[src/rtl/row_plane_fetch.sv]
// rtl/row_plane_fetch.sv - fetch one scan-pair row for one bit plane from the frame buffer
// Reads upper and lower pixels per column and emits {B2,B1,G2,G1,R2,R1} beats to the shifter.
`timescale 1ns/1ps
module row_plane_fetch #(
  parameter int WIDTH     = 64,
  parameter int HEIGHT    = 64,
  parameter int BIT_DEPTH = 8
) (
  input  logic        in_clk,
  input  logic        rst,
  input  logic        req_valid,
  output logic        req_ready,
  input  logic [4:0]  req_row,
  input  logic [2:0]  req_plane,
  output logic        mem_rd_en,
  output logic [11:0] mem_rd_addr,
  input  logic [23:0] mem_rd_data,
  output logic        out_valid,
  input  logic        out_ready,
  output logic [5:0]  out_col,
  output logic        out_last
);

  localparam int              XW         = (WIDTH > 1) ? $clog2(WIDTH) : 1;
  localparam logic [XW-1:0]   X_LAST     = XW'(WIDTH - 1);
  localparam logic [XW-1:0]   X_ONE      = XW'(1);
  localparam logic [11:0]     HALF_ROWS  = 12'(HEIGHT / 2);
  localparam logic [11:0]     ROW_STRIDE = 12'(WIDTH);
  localparam logic [2:0]      PLANE_MAX  = 3'(BIT_DEPTH - 1);

  typedef enum logic [2:0] {IDLE, RD_UP, RD_LO, CAP, OUT} state_t;

  state_t        state;
  state_t        state_nxt;
  logic [XW-1:0] x;
  logic [XW-1:0] x_inc;
  logic          x_last;
  logic          accept;
  logic [4:0]    row_q;
  logic [2:0]    plane_q;
  logic [11:0]   addr_q;
  logic [23:0]   upper_q;
  logic [7:0]    up_r, up_g, up_b;
  logic [7:0]    lo_r, lo_g, lo_b;

  function automatic logic [11:0] pix_addr(input logic [4:0] r, input logic lower,
                                           input logic [XW-1:0] col);
    logic [11:0] line;
    line = 12'(r) + (lower ? HALF_ROWS : 12'd0);
    return line * ROW_STRIDE + 12'(col);
  endfunction

  assign x_last = (x == X_LAST);
  assign x_inc  = x + X_ONE;
  assign accept = req_valid && req_ready;

  // Lower pixel is taken straight off the read bus in CAP, one cycle after its strobe.
  assign {up_r, up_g, up_b} = upper_q;
  assign {lo_r, lo_g, lo_b} = mem_rd_data;

  assign mem_rd_addr = addr_q;

  always_ff @(posedge in_clk or posedge rst) begin
    if (rst) begin
      state <= IDLE;
    end else begin
      state <= state_nxt;
    end
  end

  always_comb begin
    state_nxt = state;
    case (state)
      IDLE:    if (accept) state_nxt = RD_UP;
      RD_UP:   state_nxt = RD_LO;
      RD_LO:   state_nxt = CAP;
      CAP:     state_nxt = OUT;
      OUT:     if (out_ready) state_nxt = x_last ? IDLE : RD_UP;
      default: state_nxt = IDLE;
    endcase
  end

  always_comb begin
    req_ready = 1'b0;
    mem_rd_en = 1'b0;
    out_valid = 1'b0;
    out_last  = 1'b0;
    case (state)
      IDLE:         req_ready = !rst;
      RD_UP, RD_LO: mem_rd_en = 1'b1;
      OUT: begin
        out_valid = 1'b1;
        out_last  = x_last;
      end
      default: ;
    endcase
  end

  always_ff @(posedge in_clk or posedge rst) begin
    if (rst) begin
      x       <= '0;
      row_q   <= '0;
      plane_q <= '0;
      addr_q  <= '0;
      upper_q <= '0;
      out_col <= '0;
    end else begin
      case (state)
        IDLE: begin
          if (accept) begin
            row_q   <= req_row;
            plane_q <= (req_plane > PLANE_MAX) ? PLANE_MAX : req_plane;
            x       <= '0;
            addr_q  <= pix_addr(req_row, 1'b0, '0);
          end
        end
        RD_UP: addr_q  <= pix_addr(row_q, 1'b1, x);
        RD_LO: upper_q <= mem_rd_data;
        CAP: out_col <= {lo_b[plane_q], up_b[plane_q], lo_g[plane_q],
                         up_g[plane_q], lo_r[plane_q], up_r[plane_q]};
        OUT: begin
          if (out_ready && !x_last) begin
            x      <= x_inc;
            addr_q <= pix_addr(row_q, 1'b0, x_inc);
          end
        end
        default: ;
      endcase
    end
  end

endmodule

[config.mk]
export PLATFORM = sky130hd
export DESIGN_NAME = row_plane_fetch
export DESIGN_NICKNAME = d
export VERILOG_FILES = /design/src/rtl/row_plane_fetch.sv
export SDC_FILE = /design/constraint.sdc
export NUM_CORES = 1
export LEC_CHECK = 0
export CAP_MARGIN = 20
export CORE_MARGIN = 4
export CORE_UTILIZATION = 51
export DETAILED_ROUTE_END_ITERATION = 8
export GPL_TIMING_DRIVEN = 0
export PLACE_DENSITY = 0.88
export SLEW_MARGIN = 0
export SYNTH_ARGS = -nofsm -noshare
export SYNTH_HDL_FRONTEND = slang
export SYNTH_SLANG_ARGS = --single-unit
[constraint.sdc]
create_clock -name in_clk -period 2.7 [get_ports in_clk]
set_clock_uncertainty 0.15 [all_clocks]
set_input_delay 0.27 -clock in_clk [delete_from_list [all_inputs] [get_ports in_clk]]
set_output_delay 0.27 -clock in_clk [all_outputs]
set_load 0.005 [all_outputs]
==> metrics.md <==
| Metric | Value |
|---|---|
| Outcome | finished, final reports clean |
| Io pins | 58 |
| Post-DRT Antenna Nets | 0 |
| Crit path kind | reg -> out |
| DP HPWL | 4580 um |
| Fraction of layout cells with a size suffix above 1 | 0.311 |
| Mapped Cells | about 210 |
| Yosys cell types | 42 |
| Core area | 0.00554 mm2 |
| WL/cell | 17.8 um |
| Sequential fraction of the synthesis area | 0.504 |
| Total number of vias | 2,019 |
| Max-cap violations | 0 |
| DRT iter0 DRCs | 145 |
| Die area | 0.00701 mm2 |
| # H-tree levels | 3 |
| Power Dens Cells | 1120 mW/mm2 |
| Final hold vios | 0 |
| Hold Buf Count CTS | 0 |
| Leakage | 1.63 nW |
| Post-synthesis async set-or-reset flop share | 1.00 |
| Worst Tran Pin Value | 0.598 ns |
| Mapped Nets | between 200 and 300 |
| # DRC | 0 |
| Reg-to-Reg End | mem_rd_addr[7] |
| R2R depth | 6 |
| Yosys warning total | 0 |
| Fmax | 399 MHz |
| First-pass GRT wire length | 10,800 um |
| Via-to-Cell Ratio | 5.59 |
| Synth top area share | 0.504 |
| Leading cell types in the layout, fill and taps excluded | dfrtp_1, clkdlybuf4s50_1, mux2_2 |
| Setup violators final | 0 |
| Clk_lat worst skew | 0.35 ns |
| Max VDD drop | a little under 0.6 mV |
| RSZ-0062 raised after global routing | false |
| Worst-path maximum fanout | 10 |
| WL final | 6420 um |
| CTS tree | yes |
| Total gr overflow | 0 |
| Largest net degree at the start of global routing | 43 |
| #FFs+latches synth | between 50 and 60 |
| Initial antenna violation count | 0 |
| CP required | 2.28 ns |
| R2R Setup Slk | 0.54 ns |
| Main synth FF type | dfrtp_1 |
| Gp weighted congestion | roughly 0.86 |
| Die Ht | 83.8 um |
| Final Critical Period | 2.50 ns |
| Hold Crit Class | in -> async |
| Data arrival, critical path | ~2.1 ns |
| Commonest non-fill, non-tap cell in the layout | dfrtp_1 |
| Die width | 83.8 um |
| Clock tree sinks | 59 |
| # port buffers | 57 |
| N_diodes | 0 |
| Avg Cell Area, Syn | roughly 14 um2 |
| Layout Cells excl Fill | between 300 and 400 |
| Area Overhead vs Synth | 30.2% |
| Worst r2r src | x[0] |
| Period utilisation layout | 0.927 |
| CTS root buffer | clkbuf_8 |
| Max clock buf depth | 2 |
| Slew headroom | 0.601 |
| Num rows | 27 |
| Placed instance count | 344 |
| Synth top area cells | dfrtp_1, mux2_2, mux4_2 |
| Reg clk slew, reported paths | about 0.070 ns |
| DRT Pass-1 Iters | 4 |
| Layout net count | 321 |
| Final core utilization | 0.688 |
| Number of global-route vias before repair | 2,185 |
| Power Total | 4.27 mW |
| Worst setup SP type | register |
| EDFF count, synth | 0 |
| Area leader, netlist | dfrtp_1 |
| GR Util All Layers | 0.199 |
| Synth Cell Area | 0.00293 mm2 |
| TritonCTS buffer count | 9 |
| CP Launch Point | state[1] |
| Worst setup path endpoint | mem_rd_en |
| Final Max Slew Viols | 0 |
| CP endpoint kind | output port |
| Initial Util | 0.528 |
## through the flow
| stage | area [um2] | hold WS, ns | TNS [ns] | setup slack [ns] |
|---|---|---|---|---|
| final | 3810 | 0.174 | 0 | 0.196 |
| after global routing | 3810 | 0.212 | 0 | 0.112 |
| after CTS | 3810 | 0.184 | 0 | 0.0917 |
| after detailed placement | 3610 | 0.320 | -0.0648 | -0.0178 |
| after global placement | 3590 | 0.315 | -6.47 | -0.594 |
| after floorplan | 2930 | 0.224 | 0 | 0.414 |
## critical path, cell delays in order, from the launching register on
cell and delay, ns:
dfrtp_2 0.47, inv_1 0.13, nor3_4 0.21, buf_2 0.27
or2_2 0.17, clkdlybuf4s50_1 0.49
## registers in the layout (all words and copies together), names as in the netlist
register     count
upper_q         24
plane_q          3
out_col          6
x                6
state            3
row_q            5
mem_rd_addr     12
## synth_stat cells, drive strengths merged, types with 2 or more instances
master  number
dfrtp       59
mux2        49
nand2       15
o21ai       13
mux4        12
buf          9
nand3        7
inv          6
mux2i        6
a21oi        3
a31oi        3
clkbuf       3
nor2         3
o211ai       3
a21o         2
and2         2
nand3b       2
nor3         2
or2          2
## per-layer routing
metal	up-vias	part of all wire	track usage	wire length, um
li1	936	-	-	-
met5	-	0	0	0
met4	0	0.016	0.0789	103
met3	9	0.051	0.0612	327
met2	61	0.51	0.329	3260
met1	1013	0.42	0.243	2730
## where the power goes
| group | total (mW) | switching [mW] | leakage [nW] | internal, mW |
|---|---|---|---|---|
| Combinational | 1.97 | 0.795 | 0.806 | 1.17 |
| Sequential | 1.53 | 0.243 | 0.725 | 1.29 |
| Clock | 0.773 | 0.340 | 0.0997 | 0.433 |
| Total | 4.27 | 1.38 | 1.63 | 2.89 |
## repair_timing
| item | in CTS | in global routing |
|---|---|---|
| resized for setup | 0 | 1 |
| pin swaps | 1 | 0 |
| buffers inserted | 1 | 0 |
| gates cloned | 0 | 0 |
| endpoints found under the setup margin | 1 | 1 |
## cells by family (layout without fill, tap and decap cells)
group,Yosys count,after routing,synth area share
multiplexers,67,67,0.313
flip-flops,59,59,0.504
AND/OR/NAND/NOR,37,37,0.0727
adder cells (fa/ha/maj),1,1,0.00427
AO/OA/AOI/OAI,31,31,0.0727
buffers and inverters,18,93,0.0299
XOR/XNOR,1,1,0.00299
## layout make-up
type	instances	area, um2
Clock inverter	1	5.00
Buffer	12	65.1
Timing Repair Buffer	59	598
Inverter	6	26.3
Sequential cell	59	1480
Tap cell	72	90.1
Multi-Input combinational cell	137	1360
Fill cell	410	1730
Clock buffer	15	186
## worst min-delay path by stage
stage	depth (start not counted)	end	slack (ns)
3_3_place_gp	2	out_col[1]	0.31
6_report	2	mem_rd_addr[5]	0.17
3_5_place_dp	2	out_col[1]	0.32
5_1_grt	2	mem_rd_addr[5]	0.21
4_1_cts	2	mem_rd_addr[5]	0.18
2_1_floorplan	1	mem_rd_addr[0]	0.22
Power figures use the tool's default switching activity.
